File: src/rtl/bsg_counter_set_up_down_sat_if.sv
// Control and status bundle for the set/up/down counter.
// The master drives the requests and the slave (the counter) returns count and status.
interface bsg_counter_set_up_down_sat_if #(
    parameter int width_p      = 16,
    parameter int step_width_p = 4
);
    logic                    set_i;
    logic [width_p-1:0]      val_i;
    logic                    up_i;
    logic                    down_i;
    logic [step_width_p-1:0] step_i;
    logic                    clear_err_i;
    logic [width_p-1:0]      count_r_o;
    logic                    zero_o;
    logic                    ovf_r_o;
    logic                    unf_r_o;
    logic                    tc_r_o;
    logic                    err_r_o;

    modport master (
        output set_i, val_i, up_i, down_i, step_i, clear_err_i,
        input  count_r_o, zero_o, ovf_r_o, unf_r_o, tc_r_o, err_r_o
    );

    modport slave (
        input  set_i, val_i, up_i, down_i, step_i, clear_err_i,
        output count_r_o, zero_o, ovf_r_o, unf_r_o, tc_r_o, err_r_o
    );
endinterface

File: src/rtl/bsg_counter_set_up_down_sat.sv
// Up/down counter with synchronous load, variable step, wrap or saturate policy,
// and registered overflow/underflow/terminal-count pulses plus a sticky error flag.
module bsg_counter_set_up_down_sat #(
    parameter int                 width_p      = 16,
    parameter int                 step_width_p = 4,
    parameter int                 saturate_p   = 0,
    parameter logic [width_p-1:0] reset_val_p  = '0
) (
    input logic                         clk_i,
    input logic                         reset_n_i,
    bsg_counter_set_up_down_sat_if.slave bus
);

    logic [width_p-1:0] count_r;
    logic               ovf_r;
    logic               unf_r;
    logic               tc_r;
    logic               err_r;

    logic [width_p-1:0] count_next;
    logic               ovf_next;
    logic               unf_next;
    logic               tc_next;
    logic               err_next;

    logic [width_p:0]   step_ext;
    logic [width_p:0]   sum;
    logic [width_p:0]   diff;

    // One extra bit on each side exposes carry (sum) and borrow (diff).
    assign step_ext = {{(width_p + 1 - step_width_p){1'b0}}, bus.step_i};
    assign sum      = {1'b0, count_r} + step_ext;
    assign diff     = {1'b0, count_r} - step_ext;

    always_comb begin
        count_next = count_r;
        ovf_next   = 1'b0;
        unf_next   = 1'b0;
        tc_next    = 1'b0;
        if (bus.set_i) begin
            count_next = bus.val_i;
        end else if (bus.up_i && bus.down_i) begin
            count_next = count_r;
        end else if (bus.up_i) begin
            if (sum[width_p]) begin
                ovf_next   = 1'b1;
                count_next = (saturate_p != 0) ? {width_p{1'b1}} : sum[width_p-1:0];
            end else begin
                count_next = sum[width_p-1:0];
            end
        end else if (bus.down_i) begin
            if (diff[width_p]) begin
                unf_next   = 1'b1;
                count_next = (saturate_p != 0) ? {width_p{1'b0}} : diff[width_p-1:0];
            end else begin
                count_next = diff[width_p-1:0];
            end
            // Covers a saturating clamp to zero as well as an exact landing.
            tc_next = (count_r != '0) && (count_next == '0);
        end
        err_next = (err_r & ~bus.clear_err_i) | ovf_next | unf_next;
    end

    always_ff @(posedge clk_i or negedge reset_n_i) begin
        if (!reset_n_i) begin
            count_r <= reset_val_p;
            ovf_r   <= 1'b0;
            unf_r   <= 1'b0;
            tc_r    <= 1'b0;
            err_r   <= 1'b0;
        end else begin
            count_r <= count_next;
            ovf_r   <= ovf_next;
            unf_r   <= unf_next;
            tc_r    <= tc_next;
            err_r   <= err_next;
        end
    end

    assign bus.count_r_o = count_r;
    assign bus.zero_o    = (count_r == '0);
    assign bus.ovf_r_o   = ovf_r;
    assign bus.unf_r_o   = unf_r;
    assign bus.tc_r_o    = tc_r;
    assign bus.err_r_o   = err_r;

endmodule

File: src/flat_wrapper.sv
// flat-port wrapper written by rule: the top's interface ports become plain ports
module bsg_counter_set_up_down_sat_flat 
#(
    parameter int                 width_p      = 16,
    parameter int                 step_width_p = 4,
    parameter int                 saturate_p   = 0,
    parameter logic [width_p-1:0] reset_val_p  = '0
)
  (clk_i, reset_n_i, bus_set_i, bus_val_i, bus_up_i, bus_down_i, bus_step_i, bus_clear_err_i, bus_count_r_o, bus_zero_o, bus_ovf_r_o, bus_unf_r_o, bus_tc_r_o, bus_err_r_o);
  bsg_counter_set_up_down_sat_if #(.width_p(width_p), .step_width_p(step_width_p)) bus_i ();
  input logic clk_i;
  input logic reset_n_i;
  input wire logic [$bits(bus_i.set_i)-1:0] bus_set_i;
  input wire logic [$bits(bus_i.val_i)-1:0] bus_val_i;
  input wire logic [$bits(bus_i.up_i)-1:0] bus_up_i;
  input wire logic [$bits(bus_i.down_i)-1:0] bus_down_i;
  input wire logic [$bits(bus_i.step_i)-1:0] bus_step_i;
  input wire logic [$bits(bus_i.clear_err_i)-1:0] bus_clear_err_i;
  output wire logic [$bits(bus_i.count_r_o)-1:0] bus_count_r_o;
  output wire logic [$bits(bus_i.zero_o)-1:0] bus_zero_o;
  output wire logic [$bits(bus_i.ovf_r_o)-1:0] bus_ovf_r_o;
  output wire logic [$bits(bus_i.unf_r_o)-1:0] bus_unf_r_o;
  output wire logic [$bits(bus_i.tc_r_o)-1:0] bus_tc_r_o;
  output wire logic [$bits(bus_i.err_r_o)-1:0] bus_err_r_o;
  assign bus_i.set_i = bus_set_i;
  assign bus_i.val_i = bus_val_i;
  assign bus_i.up_i = bus_up_i;
  assign bus_i.down_i = bus_down_i;
  assign bus_i.step_i = bus_step_i;
  assign bus_i.clear_err_i = bus_clear_err_i;
  assign bus_count_r_o = bus_i.count_r_o;
  assign bus_zero_o = bus_i.zero_o;
  assign bus_ovf_r_o = bus_i.ovf_r_o;
  assign bus_unf_r_o = bus_i.unf_r_o;
  assign bus_tc_r_o = bus_i.tc_r_o;
  assign bus_err_r_o = bus_i.err_r_o;
  bsg_counter_set_up_down_sat #(.width_p(width_p), .step_width_p(step_width_p), .saturate_p(saturate_p), .reset_val_p(reset_val_p)) u_core (.clk_i(clk_i), .reset_n_i(reset_n_i), .bus(bus_i));
endmodule
File: config.mk
export PLATFORM = sky130hd
export DESIGN_NAME = bsg_counter_set_up_down_sat_flat
export DESIGN_NICKNAME = d
export VERILOG_FILES = /design/src/rtl/bsg_counter_set_up_down_sat_if.sv /design/src/rtl/bsg_counter_set_up_down_sat.sv /design/src/flat_wrapper.sv
export SDC_FILE = /design/constraint.sdc
export NUM_CORES = 1
export LEC_CHECK = 0
export BUFFER_PORTS_ARGS = -buffer_cell sky130_fd_sc_hd__clkbuf_2
export CAP_MARGIN = 30
export CORE_MARGIN = 2
export CORE_UTILIZATION = 48
export CTS_CLUSTER_SIZE = 10
export DETAILED_ROUTE_END_ITERATION = 6
export GPL_TIMING_DRIVEN = 1
export PLACE_DENSITY = 0.86
export SETUP_SLACK_MARGIN = 0.15
export SLEW_MARGIN = 15
export SYNTH_ARGS = -nofsm -noshare
export SYNTH_HDL_FRONTEND = slang
export SYNTH_SLANG_ARGS = --single-unit
File: constraint.sdc
create_clock -name clk_i -period 2.34 [get_ports clk_i]
set_input_delay 0.468 -clock clk_i [delete_from_list [all_inputs] [get_ports clk_i]]
set_output_delay 0.468 -clock clk_i [all_outputs]
set_load 0.03 [all_outputs]
==> metrics.cfg <==
[global_route]
grt_max_degree=38
track_usage_pct=25.4
grt_pass1_wl_mm=8.37
gr-total-overflow=0
antenna_found_initial=0
grt_pass1_vias=1770

[synth]
syn-instance-count=228
ys_seq_area_share_pct=27.5
synth-seq-cells=20
async_reset_ff_share_pct=100
yosys_warnings=0
synth.avg_cell_area_um2=7.97
synth_edf_count=0
ys_types=52
netlist_area_um2=1820
synth_flop_cell=dfrtp_1
syn_nets=264

[power_and_ir_drop]
p_comb_share_pct=47.7
vdd_drop_max_mv=0.380
p_int_uw=927
p_seq_share_pct=28.9
power.total_mw=1.54
clkPwrFrac_pct=23.3
swShare_pct=39.8
leakagePower_nw=1.13
power_switching_uw=613
cellPowerDensity_nw_per_um2=622

[floorplanning]
rows=22
core_um2=3660
ios=47
dieArea_um2=4300
die_x_um=65.5
die_y_um=65.5
floorplan.initialDensity_pct=49.7

[job]
maxCapViolCount=0

[finish]
instances_no_fill=341
area_delta_synth_final_pct=36.3
fin_util_pct=67.7
drive_above_1_share_pct=39.9
final_area_um2=2480
nets=330
n_antenna_cell=0
final_common_cell=clkbuf_2
mostFrequentLayoutCells=45 x clkbuf_2, 30 x buf_4, 24 x nand2_1

[setup_path]
worstSetupEndpointType=output pin
cp_data_required_time_ns=1.87
critPathLaunchType=flip-flop
rr_startpoint=u_core.bus.count_r_o[0]
rrSetupSlack_ns=0.13
r2r_cells=9
worstPathArrival_ns=1.79
path_class=flip-flop to output pin
r2r_end=u_core.bus.tc_r_o
critPathMaxFanout=3

[clock_network]
ctsHoldBuffers=0
clockRootBuffer=clkbuf_8
cts_buffers=3
clock_latency_ns=0.27
cts_buffer_depth=2
path_clk_slew_ns=0.09
htreeDepth=1
cts.sinks=20
cts_tree=built

[placed_design]
dpl.cell_count=328
dp_hpwl_mm=3.85
placed_area_um2=2210
io_buffers=46
gp_congestion=0.945
dpl_worst_slack_ns=-0.0901

[timing]
rsz0062_at_grt=yes
final_hold_viol_count=0
min_period_ns=2.26
slew_violations=0
maxSlewHeadroom_pct=60.9
tightest_slew_ns=0.586
worst_slack_ns=0.0832
clock_skew_ns=0.00739
fmax_ghz=0.443
period_share_pct=96.4
tns_ns=0
setup_viol=0
holdWs_ns=0.147

[route]
viasPerCell=5.81
drt-initial-drc-count=213
wl_per_cell_um=16.2
vias=1981
ant_nets=0
dr.pass1.iters=7
wl_mm=5.54
drc_errors=0

[run_status]
status=finished clean

[min_path]
hold_class=primary input to asynchronous set/reset pin

==> registers in the layout, summed over array words and instances (netlist names) <==
name and count:
u_core.bus.count_r_o 16, u_core.bus.err_r_o 1, u_core.bus.ovf_r_o 1, u_core.bus.tc_r_o 1
u_core.bus.unf_r_o 1
==> synth_stat cells, types with 4 or more instances <==
cell	number	area [µm²]
dfrtp_1	20	500
a211oi_1	4	30.0
nand2_1	25	93.8
o21ai_1	8	40.0
o21ai_0	12	60.1
nor3_1	9	45.0
nor2b_1	5	31.3
nor4_1	7	43.8
xnor2_1	8	70.1
nand3_1	7	35.0
and3_1	4	25.0
nor2_1	20	75.1
inv_1	9	33.8
buf_2	7	35.0
clkbuf_1	5	18.8
ha_1	8	100
xor2_1	6	52.6
a21oi_1	6	30.0
nand2b_1	11	68.8
==> logic make-up after synthesis <==
family	Yosys count	share of synthesized area [%]
AOI/OAI and AO/OA	52	19.4
xor gates and xnor gates	14	6.74
adders and majority gates	10	7.71
buffers and inverters	24	6.06
DFF	20	27.5
muxes	4	2.41
and+or+nand+nor	104	30.1
==> final cells by class <==
type	instances	area [µm²]
clock inverter	1	30.0
fill	274	1180
multi-input combinational	184	1340
clock buffer	3	41.3
inverter	9	33.8
timing repair buffer	76	464
tap	48	60.1
sequential	20	504
==> worst max-delay path by stage <==
stage                            startpoint           endpoint  slack [ns]  cells past startpoint
finish              u_core.bus.count_r_o[0]         bus_zero_o        0.08                      4
detailed placement            bus_step_i[0]  u_core.bus.tc_r_o       -0.09                      8
floorplan           u_core.bus.count_r_o[0]  u_core.bus.tc_r_o        0.06                      9
global route        u_core.bus.count_r_o[0]  u_core.bus.tc_r_o        0.02                      9
global placement              bus_step_i[0]  u_core.bus.tc_r_o       -0.02                      8
CTS                 u_core.bus.count_r_o[0]         bus_zero_o        0.11                      4
==> timing repair <==
| item | CTS | global route |
|---|---|---|
| buffers inserted | 6 | 3 |
| resized for setup | 5 | 19 |
| setup endpoints to repair | 4 | 12 |
| pin swaps | 6 | 7 |
==> power groups by stage <==
| stage | sequential (mW) | clock, mW | combinational [mW] |
|---|---|---|---|
| after floorplan | 0.511 | 0 | 0.367 |
| after global placement | 0.447 | 0 | 0.624 |
| after detailed placement | 0.449 | 0 | 0.636 |
| after CTS | 0.441 | 0.357 | 0.668 |
| after global routing | 0.451 | 0.380 | 0.789 |
| final | 0.446 | 0.360 | 0.735 |
==> metal layers <==
metal	vias up	GRT usage, %	routed length, µm
met1	911	35.2	2300
met2	112	40.6	2620
met4	0	9.11	134
li1	945	-	-
met3	13	3.25	483
met5	-	0	0
==> critical path: stages (launching register included) <==
cell and delay [ns]:
dfrtp_2 0.43, buf_4 0.14, or4_4 0.56, nor3_4 0.20
clkbuf_8 0.19
Note: power is estimated with default switching activity, not from simulation.
